[src/rtl/conv_pkg.sv]
// Shared definitions for the 1x1 convolution datapath: operand format,
// saturation bounds and the channel-accumulator state encoding.
package conv_pkg;

  localparam int DATA_W = 32;
  localparam int FRAC_W = 16;

  localparam logic [31:0] SAT_MAX = 32'h7FFF_FFFF;
  localparam logic [31:0] SAT_MIN = 32'h8000_0000;

  typedef enum logic {
    IDLE  = 1'b0,
    ACCUM = 1'b1
  } acc_state_t;

endpackage : conv_pkg

[src/rtl/acc_saturate.sv]
// Combinational clamp of a wide signed accumulator to a DATA_W signed result,
// flagging when either bound was applied.
module acc_saturate #(
  parameter int ACC_W  = 35,
  parameter int DATA_W = 32
) (
  input  logic signed [ACC_W-1:0]  acc,
  output logic        [DATA_W-1:0] sat_out,
  output logic                     overflow
);

  // The value fits iff every bit from the DATA_W sign bit upward matches.
  logic [ACC_W-DATA_W:0] upper;

  assign upper    = acc[ACC_W-1:DATA_W-1];
  assign overflow = !((&upper) || !(|upper));

  always_comb begin
    if (!overflow)
      sat_out = acc[DATA_W-1:0];
    else if (acc[ACC_W-1])
      sat_out = {1'b1, {(DATA_W-1){1'b0}}};
    else
      sat_out = {1'b0, {(DATA_W-1){1'b1}}};
  end

endmodule : acc_saturate

[src/rtl/conv1x1_channel_accumulator.sv]
// Sums NUM_CH per-channel Q16.16 products plus a per-pixel bias and emits one
// saturated result per pixel. Optional ReLU via `define CONV1X1_ACC_RELU_EN.
module conv1x1_channel_accumulator #(
  parameter int DATA_W = conv_pkg::DATA_W,
  parameter int FRAC_W = conv_pkg::FRAC_W,
  parameter int NUM_CH = 16
) (
  input  logic              clk,
  input  logic              rst,
  input  logic [DATA_W-1:0] Data_In,
  input  logic              Valid_In,
  input  logic [DATA_W-1:0] Bias,
  input  logic              Clear,
  output logic [DATA_W-1:0] Data_Out,
  output logic              Valid_Out,
  output logic              Sat_Flag
);
  import conv_pkg::*;

  localparam int ACC_W = DATA_W + $clog2(NUM_CH + 1);
  localparam int CNT_W = $clog2(NUM_CH + 1);
  localparam logic [CNT_W-1:0] LAST_CNT = CNT_W'(NUM_CH - 1);

  if (NUM_CH < 1 || FRAC_W >= DATA_W) begin : g_bad_cfg
    $error("conv1x1_channel_accumulator: invalid NUM_CH/FRAC_W");
  end

  acc_state_t              state, state_next;
  logic [CNT_W-1:0]        cnt;
  logic signed [ACC_W-1:0] acc;
  logic signed [ACC_W-1:0] beat_sum;
  logic [DATA_W-1:0]       sat_out;
  logic [DATA_W-1:0]       result;
  logic                    sat_ovf;
  logic                    beat;
  logic                    last_beat;

  // Clear wins over Valid_In: a colliding beat is simply dropped.
  assign beat      = Valid_In && !Clear;
  assign last_beat = beat && (cnt == LAST_CNT);

  // The first beat of a pixel seeds the sum with the bias instead of acc.
  assign beat_sum = ((state == IDLE) ? ACC_W'($signed(Bias)) : acc)
                  + ACC_W'($signed(Data_In));

  acc_saturate #(
    .ACC_W (ACC_W),
    .DATA_W(DATA_W)
  ) u_sat (
    .acc     (beat_sum),
    .sat_out (sat_out),
    .overflow(sat_ovf)
  );

`ifdef CONV1X1_ACC_RELU_EN
  assign result = sat_out[DATA_W-1] ? '0 : sat_out;
`else
  assign result = sat_out;
`endif

  always_ff @(posedge clk) begin
    if (rst) state <= IDLE;
    else     state <= state_next;
  end

  // NOTE: every signal driven in always_comb gets a default first, so no
  // path through the block can leave it unassigned and infer a latch.
  always_comb begin
    state_next = state;
    if (Clear)
      state_next = IDLE;
    else if (Valid_In)
      state_next = last_beat ? IDLE : ACCUM;
  end

  // NOTE: sequential state uses non-blocking assignments so every register
  // samples the pre-edge values regardless of statement order.
  always_ff @(posedge clk) begin
    if (rst) begin
      cnt       <= '0;
      acc       <= '0;
      Data_Out  <= '0;
      Valid_Out <= 1'b0;
      Sat_Flag  <= 1'b0;
    end else begin
      Valid_Out <= last_beat;
      if (Clear) begin
        cnt <= '0;
        acc <= '0;
      end else if (Valid_In) begin
        cnt <= last_beat ? '0 : cnt + 1'b1;
        acc <= beat_sum;
      end
      if (last_beat) begin
        Data_Out <= result;
        if (sat_ovf) Sat_Flag <= 1'b1;
      end
    end
  end

endmodule : conv1x1_channel_accumulator

[config.mk]
export PLATFORM = sky130hd
export DESIGN_NAME = conv1x1_channel_accumulator
export DESIGN_NICKNAME = d
export VERILOG_FILES = /design/src/rtl/conv_pkg.sv /design/src/rtl/acc_saturate.sv /design/src/rtl/conv1x1_channel_accumulator.sv
export SDC_FILE = /design/constraint.sdc
export NUM_CORES = 1
export LEC_CHECK = 0
export CAP_MARGIN = 0
export CORE_UTILIZATION = 50
export DETAILED_ROUTE_END_ITERATION = 7
export PLACE_DENSITY = 0.78
export RECOVER_POWER = 100
export SLEW_MARGIN = 5
export SYNTH_ARGS = -nofsm -noshare
export SYNTH_HDL_FRONTEND = slang
export SYNTH_SLANG_ARGS = --single-unit
[constraint.sdc]
create_clock -name clk -period 8.4 [get_ports clk]
set_input_delay 1.68 -clock clk [delete_from_list [all_inputs] [get_ports clk]]
set_output_delay 1.68 -clock clk [all_outputs]
set_load 0.02 [all_outputs]
# After elaboration in Yosys (flattened, before gate mapping)
# Index checks and enable logic that the tools add are counted.
# Widths: inputs -> output; s select.
# totals
reg_bits,77
input_bits,68
# classes
add_sub_neg,2
eq_ne,1
mux,5
bitwise,1
reduce_logical,9
# op_table
operator,n
$mux 32,2
$add 37x32->37,1
$mux 37,1
$reduce_and 6->1,1
$reduce_or 6->1,1
$add 5x1->5 const B,1
$eq 5x4->1 const B,1
$mux 5,1
$logic_and 1x1->1,2
$logic_not 1->1,2
$reduce_and 2->1,1
$reduce_or 2->1,1
$logic_or 1x1->1,1
$mux 1,1
$not 1->1,1

# Longest topological paths before layout
# Gate-level depths: netlist of run 1.
# logic_depth
ltp_word,7
depth_mapped,16
depth_no_buf,14

# By module
# From an unflattened synthesis of run 1, not the netlist that was laid out.
# hier_totals
cells_unflattened,719
hier_area_um2,5710.5
# modules_own_cells
mod,n_inst,cells_per_inst,area_each_um2
conv1x1_channel_accumulator,1,672,5336.4
acc_saturate,1,47,374.1

# Worst setup path before layout of run 1
# OpenSTA, ideal clock, no wires.
# synth_path
kind,input-to-reg
from,in Bias[3]
to,reg Data_Out[0]
arrival_ns,4.404
setup_slack_ns,3.873
stages,13
n_path_buf,1
path_cell_list,mux2_2 -> ha_1 -> and2_4 -> a221o_1 -> o2111ai_2 -> a31oi_4 -> a21oi_4 -> o311ai_4 -> xor2_2 -> nor4b_4 -> o21ai_4 -> buf_6 -> o2bb2ai_2
# synth_via
elab_chain_cells,6
word_cells_on_any_way,8
cone_classes,add/sub (1); mux (3); reduce/logical (4)
# synth_lines
item,line,source
start: declaration,conv1x1_channel_accumulator.sv:12,"input logic [DATA_W-1:0] Bias,"
$mux 37 *,conv1x1_channel_accumulator.sv:43,assign beat_sum = ((state == IDLE) ? ACC_W'($signed(Bias)) : acc)
$add 37x32->37 *,conv1x1_channel_accumulator.sv:44,+ ACC_W'($signed(Data_In));
$reduce_or 6->1,acc_saturate.sv:16,assign overflow = !((&upper) || !(|upper));
$logic_not 1->1,acc_saturate.sv:16,
$logic_or 1x1->1,acc_saturate.sv:16,
$mux 32 *,acc_saturate.sv:19,if (!overflow)
end signal: assignment,conv1x1_channel_accumulator.sv:95,Data_Out <= result;
end: declaration,conv1x1_channel_accumulator.sv:14,"output logic [DATA_W-1:0] Data_Out,"
# Every way passes the cells marked *; elsewhere a longest branch is shown, timed or not.
# A chain may end at the register's enable or synchronous reset.

# Worst setup path after layout of run 1
# Ends and elaborated chain as after synthesis.

==> flow_summary.ini, run 1 <==
[clocking]
path_clk_slew_ns = 0.06
cts_buffer_depth = 2
clk_latency_ns = 0.35
cts_hold_buf = 0
post_cts_buffers = 0
cts_tree = built
cts_resized = 0
cts_htree_levels = 3
cts_buffers = 9
numClockSinks = 77
clockRootBuffer = clkbuf_16

[synthesis]
synth.top_cells.by_area = dfxtp_1 (27%), nor2_1 (8.6%), o2bb2ai_2 (8.1%)
syn-num-nets = 779
synth_edf_count = 0
ys_seq_area_share_pct = 26.7
async_flop_share_pct = 0
synth_commonest_cells = nor2_1 (132), nand2_1 (80), dfxtp_1 (77), mux2i_1 (39), ha_1 (37)
syn-cell-area_um2 = 5780
synth.avg_cell_area_um2 = 8.59
yosysTopAreaCellShare_pct = 26.7
yosysTopAreaCell = dfxtp_1
yosysMostFrequentCell = nor2_1
synth_ff_type = dfxtp_1
synth-warning-count = 0
netlist_instances = 673
synth_seq_cells = 77
yosys.cell_types.count = 64

[setup_path]
crit_fanout = 32
worst_ep_required_time_ns = 8.57
start_kind = input pin
r2r_start = state$_SDFFE_PP0P_
r2r_end = Data_Out[0]$_SDFFE_PP0P_
critPathCaptureType = flop
r2r_slack_ns = 2.41
crit_type = input pin to flop
rr_worst_depth = 14
critPathArrivalTime_ns = 6.72

[route]
wl_per_cell_um = 16.8
totalWireLength_um = 15100
drtIter0Drc = 217
drc_errors = 0
vias = 5181
postRouteAntennaNets = 0
drt_first_pass_iters = 5
viasPerCell = 5.76

[min_path]
hold_class = flop to flop
hold_path_depth = 2
hp-start = Data_Out[31]$_SDFFE_PP0P_
hold_end = Data_Out[31]$_SDFFE_PP0P_

[floorplanning]
die-area_um2 = 12000
die_h_um = 110
die_w_um = 110
io_pins = 102
row_count = 38
start_util_pct = 52.4
coreArea_um2 = 11000

[timing]
setup_viol = 0
rsz0062_at_grt = false
tightestPinTransition_ns = 3.31
period_minus_slack_ns = 6.55
slew_headroom_pct = -120
post-route-period-util_pct = 78.0
fmax_mhz = 153
fin_worst_skew_ns = 0.00682
fin_setup_tns_ns = 0
hold_viol = 0
fin_ws_ns = 1.85
maxSlewViolCount = 79

[final_layout]
final_nets = 861
syn2layout_area_growth_pct = 19.9
fin_util_pct = 62.9
drive_above_1_share_pct = 10.0
layoutNonFillerInstCount = 900
antennaDiodeCount = 0

[run_status]
violations = max-capacitance violations, max-slew violations
status = complete, but fails checks

[job]
max_cap_violations = 2

[global_route]
track_usage_pct = 26.0
grt_pass1_wl_um = 24200
overflow = 0
antenna_found_initial = 0
grt_pass1_vias = 5174
grt_max_degree = 46

[power_and_ir_drop]
p_per_area_nw_per_um2 = 171
totalPowerFinal_mw = 1.18
p_leak_nw = 2.82
peakVddDrop_mv = 0.112

[placed_design]
placed_cells = 884
io_buffers = 101
dp_slack_ns = 2.76
place_congestion = 0.890
hpwl_um = 10900
==> layout make-up <==
| cell class | count | area (um2) |
|---|---|---|
| clock inverter | 6 | 110 |
| multi-input combinational | 550 | 3790 |
| sequential | 77 | 1540 |
| fill | 1001 | 4100 |
| timing repair buffer | 107 | 1040 |
| clock buffer | 10 | 239 |
| tap | 140 | 175 |
| inverter | 10 | 37.5 |
==> sequential cells by signal (all words and copies together) (netlist names) <==
register   flops
Valid_Out      1
cnt            5
state          1
Sat_Flag       1
Data_Out      32
acc           37
==> worst max-delay path, stage by stage <==
cell	delay, ns
dlygate4sd3_1	0.54
mux2_2	0.27
ha_1	0.33
and2_0	0.19
a221o_1	0.33
o2111ai_1	0.44
a31oi_1	0.23
o211a_1	0.25
a211oi_1	0.62
nor2_1	0.10
nor4b_4	0.18
a32oi_4	0.17
clkbuf_1	1.23
o2bb2ai_1	0.18
==> where the power goes <==
part,switching (mW),leakage [nW],internal (mW),total [mW]
combinational,0.192,2.03,0.148,0.340
clock,0.163,0.165,0.298,0.461
sequential,0.00727,0.624,0.377,0.384
==> worst max-delay path by stage <==
stage                       start                       end  slack (ns)
final                     Bias[3]  Data_Out[0]$_SDFFE_PP0P_        1.85
after global routing      Bias[3]  Data_Out[0]$_SDFFE_PP0P_        1.66
after CTS                 Bias[0]     Sat_Flag$_SDFFE_PP0P_        3.11
after detailed placement  Bias[0]     Sat_Flag$_SDFFE_PP0P_        2.76
after global placement    Bias[0]     Sat_Flag$_SDFFE_PP0P_        2.95
after floorplan           Bias[3]  Data_Out[0]$_SDFFE_PP0P_        3.87
==> metal layers <==
layer | part of all wire, % | track usage, % | wire length [um] | up-vias
met3 | 4.2 | 3.50 | 637 | 33
met4 | 2.4 | 11.7 | 360 | 0
met2 | 48 | 45.2 | 7280 | 157
met1 | 45 | 31.7 | 6830 | 2461
met5 | 0 | 0 | 0 | -
li1 | - | - | - | 2530
==> placed cells by master, fill, tap and decap left out, drive strengths merged, types with 7 or more instances in the layout <==
master / count
nor2: 133
nand2: 80
dfxtp: 77
clkdlybuf4s50: 64
mux2i: 39
ha: 37
dlygate4sd3: 36
mux2: 31
a21oi: 31
o2bb2ai: 31
o21ai: 28
xor2: 17
xnor2: 17
nor3: 12
clkbuf: 12
inv: 10
nand2b: 10
and3: 9
a211oi: 9
nand4: 7
nand3: 7
a31oi: 7
==> through the flow <==
stage	instance area, um2	hold slack [ns]
after global placement	6820	0.445
final	6930	0.460
after CTS	7170	0.465
after global routing	6930	0.478
after floorplan	5780	0.454
after detailed placement	6820	0.457
==> kinds of logic after synthesis <==
logic type | share of synthesized area, %
adders and majority gates | 8.35
DFF | 26.7
xor gates and xnor gates | 5.41
and+or+nand+nor | 21.1
AOI/OAI and AO/OA | 21.8
muxes | 12.8
buffers and inverters | 3.94
Note: power is estimated with default switching activity, not from simulation.
==> run 2: changes to the inputs <==
clock period = 6.4 ns   (was 8.4 ns; I/O delays follow)
==> run 2 against run 1 <==
Net effect: the run still ends with max-capacitance violations, max-slew violations left; setup slack worse by 1.1 ns; global-route usage is 0.28 points lower; cell count is 0.11% higher; utilization is 0.86 points higher; non-clock buffer count up 1; clock skew grew 0.0041 ns; clock power is 15% higher; die area is the same; final area rose by 1.4%; critical path depth up 2; critical path type unchanged.
==> flow_summary.ini, run 2 (same netlist as run 1, synthesis figures left out) <==
[route]
postRouteAntennaNets = 0
drt_first_pass_iters = 4
viasPerCell = 5.69
vias = 5130
drtIter0Drc = 237
wl_per_cell_um = 16.6
drc_errors = 0
totalWireLength_um = 15000

[floorplanning]
io_pins = 102
coreArea_um2 = 11000
die_h_um = 110
die-area_um2 = 12000
row_count = 38
die_w_um = 110
start_util_pct = 52.4

[final_layout]
postLayoutCellArea_um2 = 7030
multi_input_area_um2 = 3910
fill_cells = 920
regMostFlops = acc
reg_top3 = acc x37, Data_Out x32, cnt x5
final_common_cell = nor2_1
regArea_um2 = 1540
layout_common_cells = nor2_1 (132), nand2_1 (80), dfxtp_1 (77), clkdlybuf4s50_1 (65), mux2i_1 (39)
final_nets = 862
antennaDiodeCount = 0
drive_above_1_share_pct = 12.7
largest_register_ffs = 37
syn2layout_area_growth_pct = 21.6

[setup_path]
cp_num_buf_inv = 3
path_delay_family = compound AO/OA/AOI/OAI gates
crit_slowest_cell = nor4b_1
critPathCaptureType = flop
crit_path_end = Data_Out[6]$_SDFFE_PP0P_
r2r_slack_ns = 1.47
start_kind = input pin
crit_fanout = 16
crit_cells = 16
worst_ep_required_time_ns = 6.62
rr_worst_depth = 16
critPathArrivalTime_ns = 5.85
crit_chain = clkdlybuf4s50_1, mux2_2, ha_1, inv_1, fa_1, nand2b_1, a21oi_1, o21a_2, nor2_2, o211a_1, o21ai_0, xor2_1, nor4b_1, o21ai_2, buf_12, o2bb2ai_1
cp-startpoint = Bias[0]
crit_type = input pin to flop
r2r_start = state$_SDFFE_PP0P_
slowest_delay_ns = 0.80
r2r_end = Data_Out[6]$_SDFFE_PP0P_

[clocking]
clockRootBuffer = clkbuf_16
post_cts_buffers = 0
cts_resized = 0
cts_buffer_depth = 2
cts_hold_buf = 0
cts_htree_levels = 3
path_clk_slew_ns = 0.06
clk_latency_ns = 0.36
cts_buffers = 9
numClockSinks = 77
cts_tree = built

[timing]
rsz0062_at_grt = false
hold_viol = 0
post-route-period-util_pct = 88.0
tightestPinTransition_ns = 2.80
fin_setup_tns_ns = 0
setup_viol = 0
period_minus_slack_ns = 5.63
fmax_mhz = 177
slew_headroom_pct = -86.7
maxSlewViolCount = 81
fin_worst_skew_ns = 0.0109

[placed_design]
place_congestion = 0.910
placed_area_um2 = 6840
hpwl_um = 11000
io_buffers = 101

[run_status]
status = complete, but fails checks
violations = max-capacitance violations, max-slew violations

[power_and_ir_drop]
p_per_area_nw_per_um2 = 210
p_leak_nw = 2.83
peakVddDrop_mv = 0.114

[min_path]
hold_class = flop to flop

[global_route]
track_usage_pct = 25.7
grt_pass1_wl_um = 23800
overflow = 0
antenna_found_initial = 0
grt_max_degree = 46
grt_pass1_vias = 5001

[job]
max_cap_violations = 2
-- run 2: layout make-up --
cell class,instances,area share (%)
Multi-Input combinational cell,550,55.6
Clock inverter,5,0.837
Sequential cell,77,21.9
Timing Repair Buffer,108,15.2
Inverter,10,0.534
Clock buffer,11,3.45
Tap cell,140,2.49
-- run 2: power by group --
part           internal, mW  total, mW  switching, mW
Clock                 0.314      0.530          0.217
Sequential            0.495      0.503        0.00770
Combinational         0.193      0.445          0.252
-- run 2: worst min path at each step --
stage,start,end,slack [ns],cells past startpoint
6_report,Data_Out[31]$_SDFFE_PP0P_,Data_Out[31]$_SDFFE_PP0P_,0.47,2
5_1_grt,Data_Out[31]$_SDFFE_PP0P_,Data_Out[31]$_SDFFE_PP0P_,0.48,2
4_1_cts,Data_Out[31]$_SDFFE_PP0P_,Data_Out[31]$_SDFFE_PP0P_,0.47,2
3_5_place_dp,Data_Out[31]$_SDFFE_PP0P_,Data_Out[31]$_SDFFE_PP0P_,0.46,2
3_3_place_gp,Data_Out[31]$_SDFFE_PP0P_,Data_Out[31]$_SDFFE_PP0P_,0.46,2
2_1_floorplan,acc[0]$_SDFFE_PP0P_,acc[0]$_SDFFE_PP0P_,0.45,2
-- run 2: routing by layer --
metal  GRT usage [%]  vias up  part of all wire (%)
met3            5.93       23                   5.0
met5               0        -                     0
li1                -     2552                     -
met4            7.62        0                   1.6
met1            32.0     2436                    45
met2            44.0      119                    48
-- run 2: worst min-delay path, delay by kind of cell (launching register included) --
family	cells	cell delay, ns
flip-flops	1	0.31
AND/OR/NAND/NOR	1	0.05
AO/OA/AOI/OAI	1	0.05
-- run 2: per-stage QoR --
step	hold slack [ns]	total power, mW	instances	util (%)	setup slack [ns]
6_report	0.465	1.48	901	63.7	0.766
5_1_grt	0.484	1.54	901	63.7	0.502
4_1_cts	0.469	1.48	901	64.8	1.23
3_5_place_dp	0.461	0.958	885	62.0	0.915
3_3_place_gp	0.458	0.946	885	62.0	1.05
2_1_floorplan	0.454	0.843	673	-	2.27
==> run 3: changes to the inputs <==
REMOVE_ABC_BUFFERS = 1   (was not set)
==> run 3 against run 2 <==
Net effect: the flow still finishes with violations (max-capacitance violations, max-slew violations); sequential power barely moved; cell count rose by 0.11%; hold slack improved by 0.0080 ns; global-route usage rose by 1.3 points; non-clock buffer count rose by 1; die area did not move; largest cell class unchanged; largest power group unchanged.
==> flow_summary.ini, run 3 (same netlist as run 1, synthesis figures left out) <==
[final_layout]
layout_common_cells = nor2_1 (132), nand2_1 (80), dfxtp_1 (77), clkdlybuf4s50_1 (64), mux2i_1 (39)
layoutNonFillerInstCount = 902
regMostFlops = acc
multi_input_area_um2 = 3890
reg_top3 = acc x37, Data_Out x32, cnt x5
syn2layout_area_growth_pct = 21.7
regArea_um2 = 1540
antennaDiodeCount = 0
final_nets = 863
fill_cells = 975
final_common_cell = nor2_1
drive_above_1_share_pct = 12.5
largest_register_ffs = 37

[timing]
fmax_mhz = 178
post-route-period-util_pct = 87.8
rsz0062_at_grt = false
maxSlewViolCount = 81
slew_headroom_pct = -80.8
setup_viol = 0
fin_worst_skew_ns = 0.0101
period_minus_slack_ns = 5.62
tightestPinTransition_ns = 2.71
fin_setup_tns_ns = 0
hold_viol = 0

[power_and_ir_drop]
p_leak_nw = 2.85
combPwrFrac_pct = 29.8
swShare_pct = 31.8
p_per_area_nw_per_um2 = 215
intPower_mw = 1.03
pwr-share-seq_pct = 33.2
peakVddDrop_mv = 0.151
p_clk_share_pct = 37.1
p_sw_mw = 0.482

[clocking]
clockRootBuffer = clkbuf_16
cts_htree_levels = 3
clk_latency_ns = 0.34
numClockSinks = 77
cts_buffers = 9
cts_buffer_depth = 2
post_cts_buffers = 0
cts_tree = built
path_clk_slew_ns = 0.07
cts_hold_buf = 0
cts_resized = 0

[setup_path]
r2r_slack_ns = 1.45
worst_ep_required_time_ns = 6.63
critPathCaptureType = flop
crit_type = input pin to flop
crit_fanout = 17
critPathArrivalTime_ns = 5.85
start_kind = input pin

[route]
wl_per_cell_um = 17.0
vias = 5143
postRouteAntennaNets = 0
totalWireLength_um = 15400
drt_first_pass_iters = 5
viasPerCell = 5.70
drtIter0Drc = 277
drc_errors = 0

[global_route]
track_usage_pct = 26.9
grt_pass1_wl_um = 25000
grt_pass1_vias = 5168
antenna_found_initial = 0
grt_max_degree = 45
overflow = 0

[run_status]
violations = max-capacitance violations, max-slew violations
status = complete, but fails checks

[placed_design]
hpwl_um = 11200
io_buffers = 101
place_congestion = 0.912
placed_cells = 886

[floorplanning]
die-area_um2 = 12000
io_pins = 102
coreArea_um2 = 11000
die_w_um = 110
row_count = 38
start_util_pct = 52.4
die_h_um = 110

[min_path]
hold_class = flop to flop

[job]
max_cap_violations = 2
## run 3: metrics by stage
| stage | hold slack (ns) | util [%] | setup WS (ns) | area (um2) | power (mW) |
|---|---|---|---|---|---|
| global route | 0.496 | 63.8 | 0.557 | 7040 | 1.58 |
| finish | 0.473 | 63.8 | 0.781 | 7040 | 1.52 |
| CTS | 0.472 | 65.0 | 1.15 | 7170 | 1.53 |
| floorplan | 0.454 | - | 1.72 | 5590 | 0.827 |
| detailed placement | 0.463 | 62.1 | 0.812 | 6850 | 0.962 |
| global placement | 0.451 | 62.1 | 0.952 | 6850 | 0.951 |
## run 3: worst paths after layout
kind	start	endpoint	cells past startpoint
worst max-delay path	Bias[0]	Data_Out[9]$_SDFFE_PP0P_	16
worst min-delay path	Data_Out[31]$_SDFFE_PP0P_	Data_Out[31]$_SDFFE_PP0P_	2
worst min register to register	Data_Out[31]$_SDFFE_PP0P_	Data_Out[31]$_SDFFE_PP0P_	2
worst max register to register	state$_SDFFE_PP0P_	Data_Out[9]$_SDFFE_PP0P_	16
## run 3: critical path: stages
cell and delay (ns):
clkdlybuf4s50_1 0.45, mux2_2 0.14, ha_1 0.15, inv_1 0.05, fa_1 0.40, nand2b_1 0.18
a21oi_1 0.30, o21a_2 0.21, nor2_2 0.07, o211a_4 0.31, o31ai_4 0.23, xor2_1 0.47
inv_1 0.10, a32oi_2 0.98, buf_4 0.40, o2bb2ai_1 0.09
## run 3: layer usage
metal	global-route usage (%)	up-vias	routed length [um]
li1	-	2537	-
met1	34.0	2414	6890
met2	46.6	168	7240
met3	3.97	24	919
met4	9.43	0	333
met5	0	-	0
## run 3: final cells by class
type	count	area share, %
clock buffer	9	3.20
timing repair buffer	109	15.2
sequential	77	21.9
inverter	10	0.533
multi-input combinational	550	55.3
clock inverter	7	1.35
tap	140	2.49
## run 3: power by group through the flow
| stage | Sequential, mW | Clock [mW] | Combinational [mW] |
|---|---|---|---|
| after floorplan | 0.513 | 0 | 0.314 |
| after global placement | 0.512 | 0 | 0.439 |
| after detailed placement | 0.513 | 0 | 0.449 |
| after CTS | 0.502 | 0.571 | 0.453 |
| after global routing | 0.504 | 0.586 | 0.493 |
| final | 0.502 | 0.562 | 0.451 |
